## config.mk

```make
export PLATFORM = sky130hd
export DESIGN_NAME = demux8_buffered
export DESIGN_NICKNAME = d
export VERILOG_FILES = /design/src/rtl/demux8_buffered.sv
export SDC_FILE = /design/constraint.sdc
export NUM_CORES = 1
export LEC_CHECK = 0
export ABC_CLOCK_PERIOD_IN_PS = 3310
export CORE_ASPECT_RATIO = 1.1
export CORE_MARGIN = 1.5
export CORE_UTILIZATION = 60
export DETAILED_ROUTE_END_ITERATION = 12
export DONT_BUFFER_PORTS = 1
export HOLD_SLACK_MARGIN = 0.02
export PLACE_DENSITY = 0.87
export REMOVE_ABC_BUFFERS = 1
export SLEW_MARGIN = 20
export SYNTH_ARGS = -nofsm -noshare
export SYNTH_HDL_FRONTEND = slang
export SYNTH_SLANG_ARGS = --single-unit
```

## constraint.sdc

```tcl
create_clock -name clock -period 3.31 [get_ports clock]
set_input_delay 0.1655 -clock clock [delete_from_list [all_inputs] [get_ports clock]]
set_output_delay 0.1655 -clock clock [all_outputs]
set_load 0.01 [all_outputs]
```

## src/rtl/demux8_buffered.sv

```systemverilog
// Buffered 1-to-8 stream demultiplexer.
// One input channel is steered by select into eight 1-entry lane registers, each with its own valid/ready.
module demux8_buffered #(
    parameter int unsigned Size = 8
) (
    input  logic                clock,
    input  logic                reset,
    input  logic [2:0]          select,
    input  logic [Size-1:0]     data_i,
    input  logic                valid_i,
    output logic                ready_o,
    output logic [8*Size-1:0]   data_o,
    output logic [7:0]          valid_o,
    input  logic [7:0]          ready_i,
    output logic [3:0]          occupancy
);

    localparam int unsigned Lanes = 8;
    localparam int unsigned OccW  = 4;

    logic             accept;
    logic [Lanes-1:0] fill;
    logic [Lanes-1:0] drain;
    logic [Lanes-1:0] valid_nxt;
    logic [OccW-1:0]  occ_nxt;

    // Target lane can take a word if it is empty or being drained this edge.
    always_comb begin
        ready_o = ~valid_o[select] | ready_i[select];
        accept  = valid_i & ready_o;
    end

    // Per-lane fill/drain decode and next-state valid vector.
    always_comb begin
        fill  = '0;
        drain = valid_o & ready_i;
        for (int unsigned k = 0; k < Lanes; k++) begin
            fill[k] = accept && (select == 3'(k));
        end
        valid_nxt = (valid_o & ~drain) | fill;
    end

    // Occupancy is kept as the popcount of the next valid vector so it tracks valid_o exactly.
    always_comb begin
        occ_nxt = '0;
        for (int unsigned k = 0; k < Lanes; k++) begin
            occ_nxt = occ_nxt + OccW'(valid_nxt[k]);
        end
    end

    always_ff @(posedge clock) begin
        if (reset) begin
            valid_o   <= '0;
            data_o    <= '0;
            occupancy <= '0;
        end else begin
            valid_o   <= valid_nxt;
            occupancy <= occ_nxt;
            for (int unsigned k = 0; k < Lanes; k++) begin
                if (fill[k]) begin
                    data_o[k*Size +: Size] <= data_i;
                end
            end
        end
    end

endmodule
```

==> flow_results.org, run 1 <==
** Clock network
- Clock insertion delay at the later pin of the skew report :: 0.34 ns
- The H-tree was split into 3 levels.
- Counting along the longest clock path gives a buffer depth of 2.
- Clock-pin slew was measured on the worst setup and hold paths at 0.08 ns.
- The tree is rooted in a sky130_fd_sc_hd__clkbuf_8.
- In this run the post-CTS setup repair buffer count came out at 0.
- TritonCTS built the clock tree.
- For this design, the sink count on the clock tree is 76.
- TritonCTS buffer count :: 9

** Power and ir drop
- Maximum resistive drop on vdd :: around 0.25 mV
- Final Total Pwr :: 1.78 mW
- Pleak :: 1.20 nW
- Power density over the cells :: slightly below 500 nW/um^2

** Synth
- Share of the synthesized area in the top cell type :: 45.2%
- Fraction of the yosys area taken by sequential cells :: 45.2%
- Averaged over all synthesized cells, the footprint is 8.65 sq um.
- Biggest area consumer among synthesized cells :: sky130_fd_sc_hd__dfxtp_1
- Number of synthesized flops with an enable pin :: 0
- Syn. warnings :: 0
- Sorting the synthesized cells by area gives the leading types as sky130_fd_sc_hd__dfxtp_1 (45%), sky130_fd_sc_hd__a21oi_1 (9.8%), sky130_fd_sc_hd__nand3_1 (7.1%), sky130_fd_sc_hd__o21ai_0 (7.1%), sky130_fd_sc_hd__o31ai_1 (3.6%).
- Gate Count Post-Synth :: just under 400
- Post-synthesis async set-or-reset flop share :: 0%
- After synthesis, the netlist uses 33 different library cells.
- The cell area that synthesis handed to floorplanning was ~3400 sq um.
- Total of flip-flops plus latches after synthesis :: 76
- Post-synth top flop :: sky130_fd_sc_hd__dfxtp_1

** Drt
- Overall via count from detail_route :: 2904
- Wires add up to 8.82 mm.
- DRC violations left :: 0
- Using the TritonRoute via totals, the vias-per-cell ratio works out to 6.45.
- The first routing iteration left 272 violations.
- Final antenna-violating net count :: 0
- Wire length per cell :: 19.6 microns
- The first detailed-routing pass ran for 7 iterations.

** Worst setup path
- Nature of the critical path endpoint :: register
- In this run the worst path has a maximum fanout of 3.
- Required arrival time at the worst endpoint :: approximately 3.5 ns
- Worst reg-to-reg path cell count :: 11
- The worst setup path is launched from a register.
- The critical path in this run is classified as register to register.
- Worst EP arrival :: 3.38 ns

** Floorplan
- Number of ports placed on the die boundary :: 99
- The die is between 70 and 80 microns wide.
- From bottom edge to top edge, the die measures 81.5 microns.
- The initial utilization of the core area, before any placement, comes to 62.4%.
- The floorplan has 28 rows.
- Area of the die :: 6070 sq um
- The core region is 5400 sq um.

** GRT
- After global routing the overflow that remains totals 0.
- Initial antenna violation count :: 0
- GRT Total Usage :: 29.2%
- Vias in the first global route :: 2563
- First-pass GRT wire length :: 13.2 mm
- Entering global routing, the biggest net connects 77 pins.

** Placed design
- The congestion estimate from routability-driven global placement came to 0.899.
- The HPWL after detailed placement is about 5.7 mm.
- Number of I/O port buffers :: 0

** Timing
- At the pin with the least slew margin, the transition time is roughly 0.70 ns.
- Final critical path time including I/O delays and setup :: 3.15 ns
- Setup violations remaining at the end of the flow were counted as 0.
- Max frequency :: between 300 and 400 MHz
- Part of the cycle the worst path needs :: 95.1%
- Unrepaired setup endpoints after global routing :: false
- Measured against its own limit, the worst slew margin works out to 53.5%.
- Count of endpoints failing hold in the final timing report :: 0
- Max-slew violation count :: 0
- Total Negative Setup Slacks :: 0 ns
- Skew final :: between 0.005 and 0.006 ns

** Final layout
- Area growth, synth to finish :: 6.66%
- The post-route netlist has 8.82% of its cells at a drive strength greater than 1.
- After the last flow step, the layout net total stands at 399.
- Final-layout fill cell count :: 460

** Hold path
- The min-delay analysis places its worst path in the category input pin to register.
- Number of instances on the worst hold path :: 3

** Outcome
- Run status :: completed

** Job
- The tool flagged a number of max-cap violations equal to 0.
where the power goes:
group / internal [mW] / switching, mW
registers: 0.936 / 0.0241
logic: 0.0476 / 0.0849
clock network: 0.361 / 0.329
per-layer routing:
layer	vias to the layer above	GRT usage (%)	share of wire (%)
met5	-	0	0
li1	1348	-	-
met4	0	15.3	2.9
met2	170	45.6	49
met1	1358	36.5	40
met3	28	8.47	8.3
placed cells by master (no fill, tap or decap), types with 2 or more instances in the layout:
cell,synthesis,final
sky130_fd_sc_hd__mux4_1,2,2
sky130_fd_sc_hd__nand4_1,17,17
sky130_fd_sc_hd__and4b_1,2,2
sky130_fd_sc_hd__o31ai_1,16,16
sky130_fd_sc_hd__or2b_1,5,5
sky130_fd_sc_hd__and4bb_2,2,2
sky130_fd_sc_hd__nand3_1,48,48
sky130_fd_sc_hd__a21oi_1,66,66
sky130_fd_sc_hd__buf_4,4,9
sky130_fd_sc_hd__dlygate4sd3_1,0,9
sky130_fd_sc_hd__dfxtp_1,76,75
sky130_fd_sc_hd__clkinv_2,0,3
sky130_fd_sc_hd__o21ai_0,48,48
sky130_fd_sc_hd__inv_1,6,6
sky130_fd_sc_hd__nor2_1,15,14
sky130_fd_sc_hd__ha_1,3,3
sky130_fd_sc_hd__fa_1,4,4
sky130_fd_sc_hd__nand4bb_1,2,2
sky130_fd_sc_hd__nand2b_1,5,5
sky130_fd_sc_hd__nand4b_1,3,3
sky130_fd_sc_hd__nor2b_1,11,10
sky130_fd_sc_hd__nor2_2,1,2
sky130_fd_sc_hd__clkbuf_8,0,10
critical path, cell delays in order, from the launching register on:
cell and delay (ns):
sky130_fd_sc_hd__dfxtp_1 0.36, sky130_fd_sc_hd__nor2b_2 0.18, sky130_fd_sc_hd__nor2_2 0.20, sky130_fd_sc_hd__fa_1 0.48, sky130_fd_sc_hd__fa_1 0.51, sky130_fd_sc_hd__fa_1 0.41
sky130_fd_sc_hd__inv_1 0.07, sky130_fd_sc_hd__ha_1 0.16, sky130_fd_sc_hd__inv_1 0.05, sky130_fd_sc_hd__fa_1 0.39, sky130_fd_sc_hd__xor2_1 0.16, sky130_fd_sc_hd__nor2_1 0.05
cells in the mapped netlist (all sizes together) (3+ instances only):
master and number:
a21oi 66, and4b 3, buf 27, clkbuf 22, dfxtp 76, fa 4
ha 3, inv 6, nand2b 5, nand3 48, nand4 17, nand4b 3
nor2 16, nor2b 11, o21ai 49, o31ai 16, or2b 5
logic make-up after synthesis:
logic type / after synthesis / synth area share, %
mux: 3 / 1.86
fa+ha+maj: 7 / 3.50
buf+inv: 55 / 8.22
simple gates: 116 / 20.3
compound gates: 131 / 20.7
flops: 76 / 45.2
xor+xnor: 1 / 0.260
final timing paths:
check / startpoint / end / slack, ns
worst min-delay path: select[1] / valid_o[0] / 0.13
worst max-delay path: valid_o[3] / occupancy[2] / 0.16
worst max register to register: valid_o[3] / occupancy[2] / 0.16
worst min register to register: data_o[44] / data_o[44] / 0.52
layout make-up:
class,instances,area [sq um],area share (%)
multi-input cells,258,1570,43.8
flip-flops and latches,76,1520,42.4
repair buffers,19,185,5.16
clock buffers,10,138,3.84
well taps,75,93.8,2.62
clock inverters,5,52.6,1.46
inverters,6,22.5,0.628
diodes,1,2.50,0.0697
repair_timing:
action,in CTS,in global routing
gates resized for setup,0,3
endpoints found under the setup margin,0,1
hold buffers,10,0
endpoints found under the hold margin,76,0
stage by stage:
step,util (%),hold WS [ns],instances,cell area (sq um),setup WS [ns]
2_1_floorplan,-,0.232,340,3110,0.0650
3_3_place_gp,60.6,0.241,424,3270,0.263
3_5_place_dp,60.6,0.244,424,3270,0.193
4_1_cts,66.3,0.136,449,3580,0.107
5_1_grt,66.5,0.171,449,3590,0.0143
6_report,66.5,0.135,450,3590,0.161
flip-flops by register name, summed over array words and instances, names as in the netlist:
signal     flops
data_o        64
valid_o        8
occupancy      4
Power figures use the tool's default switching activity.
==> run 2, diff against run 1 <==
--- a/config.mk
+++ b/config.mk
@@ -14,7 +14,6 @@
 export HOLD_SLACK_MARGIN = 0.02
 export PLACE_DENSITY = 0.87
 export REMOVE_ABC_BUFFERS = 1
-export SLEW_MARGIN = 20
 export SYNTH_ARGS = -nofsm -noshare
 export SYNTH_HDL_FRONTEND = slang
 export SYNTH_SLANG_ARGS = --single-unit
==> constraint.sdc (replaced) <==
create_clock -name clock -period 3.31 [get_ports clock]
set_input_delay 0.4965 -clock clock [delete_from_list [all_inputs] [get_ports clock]]
set_output_delay 0.4965 -clock clock [all_outputs]
set_load 0.01 [all_outputs]
==> flow_results.org, run 2 (synthesis gave the netlist of run 1 again) <==
** Worst setup path
- The worst register-to-register path ends at occupancy[2].
- The required time at the worst-slack endpoint is 3.56 ns (+0.02 ns).
- The critical path in this run is classified as register to register.
- In this run the worst setup path begins at valid_o[0].
- Following the worst setup path forward leads to its endpoint at occupancy[2].
- The number of cells on the worst reg-to-reg path came to 11 (unchanged).
- The biggest fanout along the worst timing path came to 3 (unchanged).
- In this run the critical register-to-register path is launched from valid_o[0].
- Nature of the critical path endpoint :: register
- Worst EP arrival :: 3.38 ns (about the same)
- The minimum setup slack among reg-to-reg paths is 0.18 ns (+0.02 ns).
- Startpoint Class :: register

** Timing
- Max frequency :: 320 MHz (+0.67%)
- The final worst-path cycle share is 94.5% (-0.64 points).
- Max-slew violation count :: 0 (unchanged)
- Final critical path time including I/O delays and setup :: 3.13 ns (-0.0211 ns)
- Slew of the pin with the lowest slew margin :: 0.648 ns (-0.0473 ns)
- Skew final :: 0.00765 ns (+0.00197 ns)
- Final setup violation count :: 0 (unchanged)
- Setup repair after global routing left no endpoint under its margin.
- Worst rel slew slack :: 56.8% (+3.3 points)
- Count of endpoints failing hold in the final timing report :: 0 (unchanged)

** GRT
- The number of antenna violations at the first check in global routing is 0 (unchanged).
- The final global-route overflow total was 0 (unchanged).
- The total global routing track utilization was 29.3% (+0.082 points).
- The pin count of the biggest net entering global routing was 77 (unchanged).
- First-pass GRT wire length :: 13.2 mm (about the same)
- The via count of the first global-routing pass came to 2577 (+0.55%).

** Drt
- The number of search-and-repair iterations in the first detailed-routing pass came to 5 (-2).
- The post-route antenna net violation count is 0 (unchanged).
- The initial DRC count is 313 (+15%).
- The post-detailed-route DRC marker count is 0 (unchanged).
- Routed Wire Length :: 8.72 mm (-1.1%)
- Wire length per cell :: 19.8 microns (+0.88%)
- The average via count per standard cell was 6.44 (-0.14%).
- The via count came to 2842 (-2.1%).

** Clock network
- The number of buffers created by CTS came to 9 (unchanged).
- Clock transition at the register clock pins on the worst setup and hold paths after CTS :: 0.08 ns (about the same)
- The total setup buffers inserted after CTS is 0 (unchanged).
- In this run the clock root is driven by a sky130_fd_sc_hd__clkbuf_8.
- The total number of clock tree sinks is 76 (unchanged).
- Maximum clock insertion buffer count :: 2 (unchanged)
- TritonCTS built the clock tree.
- CTS H-Tree Depth :: 3 (unchanged)
- The clock insertion delay at the later pin of the skew report was 0.35 ns (about the same).

** Floorplan
- The core area is 5400 sq um (unchanged).
- Number of placement rows :: 28 (unchanged)
- The die area was 6070 sq um (unchanged).
- DIE HEIGHT :: 81.5 microns (unchanged)
- The initial core utilization came to 62.4% (unchanged).
- Number of ports placed on the die boundary :: 99 (unchanged)
- Die Width :: 74.4 microns (unchanged)

** Final layout
- Fraction of final layout cells sized beyond drive strength 1 :: 8.20% (-0.63 points)
- From synthesis to final layout, the design area changed by 4.43%.
- Most common library cell in the layout ignoring fill and taps :: sky130_fd_sc_hd__dfxtp_1
- The number of fill cells in the layout was 462 (+0.43%).
- Largest register by flop count :: data_o
- In the final layout, the registers with the most flip-flops are data_o: 64 flops, valid_o: 8 flops, occupancy: 4 flops.
- Top library cells by usage in the layout, fill and taps aside :: sky130_fd_sc_hd__dfxtp_1 (76), sky130_fd_sc_hd__a21oi_1 (66), sky130_fd_sc_hd__nand3_1 (48), sky130_fd_sc_hd__o21ai_0 (48), sky130_fd_sc_hd__nand4_1 (17)
- Utilization after layout :: 65.1% (-1.4 points)
- The number of nets at the end of the flow was 390 (-2.3%).
- The non-filler instance count after layout came to 441 (-2.0%).
- The count of antenna diodes in the layout is 0 (-1).
- The number of flip-flops in the largest register came to 64 (unchanged).

** Placed design
- Placed cells :: 425 (+0.24%)
- Routability cong. :: 0.856 (-4.7%)
- The number of buffers inserted by port buffering was 0 (unchanged).
- The placed wire-length estimate after detailed placement is 5.69 mm (+0.61%).

** Outcome
- The flow ran to the end, and the final reports show no timing, DRC or antenna violations.

** Power and ir drop
- The peak supply drop came to 0.442 mV (+76%).
- The power density of the placed cells came to 536 nW/um^2 (+8.0%).
- The leakage power figure was 1.17 nW (-2.5%).

** Hold path
- Worst hold-check path type :: input pin to register

** Job
- Max_cap viols :: 0 (unchanged)
==> run 2: worst min path at each step <==
stage	endpoint	slack, ns	startpoint	cells past startpoint
finish	data_o[21]	0.21	reset	1
global route	data_o[4]	0.20	reset	1
CTS	data_o[19]	0.19	reset	1
detailed placement	data_o[4]	0.50	data_o[4]	2
global placement	data_o[22]	0.50	data_o[22]	2
floorplan	data_o[0]	0.49	data_o[0]	2
==> run 2: per-stage QoR <==
step | setup TNS [ns] | cell area, sq um | setup slack (ns) | power, mW | hold WS (ns)
floorplan | -0.510 | 3110 | -0.266 | 1.04 | 0.487
global placement | 0 | 3280 | 0.0956 | 1.07 | 0.498
detailed placement | 0 | 3280 | 0.0284 | 1.07 | 0.504
CTS | 0 | 3510 | 0.176 | 1.89 | 0.195
global route | 0 | 3510 | 0.000305 | 1.95 | 0.196
finish | 0 | 3510 | 0.182 | 1.88 | 0.212
==> run 2: cell type report <==
cell class                      count  area, sq um  share of cell area [%]
Multi-Input combinational cell    258         1570                    44.7
Sequential cell                    76         1520                    43.3
Clock buffer                       11          131                    3.74
Clock inverter                      5          100                    2.85
Tap cell                           75         93.8                    2.67
Timing Repair Buffer               10         75.1                    2.14
Inverter                            6         22.5                   0.641
==> run 2: per-layer routing <==
| layer | vias up | GRT usage (%) | part of all wire [%] |
|---|---|---|---|
| met5 | - | 0 | 0 |
| met4 | 0 | 19.8 | 4.4 |
| met3 | 32 | 7.24 | 9.2 |
| met2 | 153 | 42.8 | 46 |
| met1 | 1331 | 38.1 | 40 |
| li1 | 1326 | - | - |
==> run 2: critical path, cell delays in order, from the launching register on <==
cell	delay, ns
sky130_fd_sc_hd__dfxtp_1	0.35
sky130_fd_sc_hd__nor2b_1	0.16
sky130_fd_sc_hd__a21oi_1	0.24
sky130_fd_sc_hd__fa_1	0.48
sky130_fd_sc_hd__fa_1	0.50
sky130_fd_sc_hd__fa_1	0.41
sky130_fd_sc_hd__inv_1	0.08
sky130_fd_sc_hd__ha_1	0.16
sky130_fd_sc_hd__inv_1	0.06
sky130_fd_sc_hd__fa_1	0.37
sky130_fd_sc_hd__xor2_1	0.15
sky130_fd_sc_hd__nor2_1	0.05
==> run 2: where the power goes <==
part | internal [mW] | switching, mW | leakage (nW)
Sequential | 0.936 | 0.0241 | 0.615
Clock | 0.499 | 0.336 | 0.117
Combinational | 0.0369 | 0.0518 | 0.435
==> run 2: what timing repair did <==
item | in CTS | in global routing
resized for setup | 0 | 1
endpoints found under the setup margin | 0 | 1
hold buffers | 0 | 0
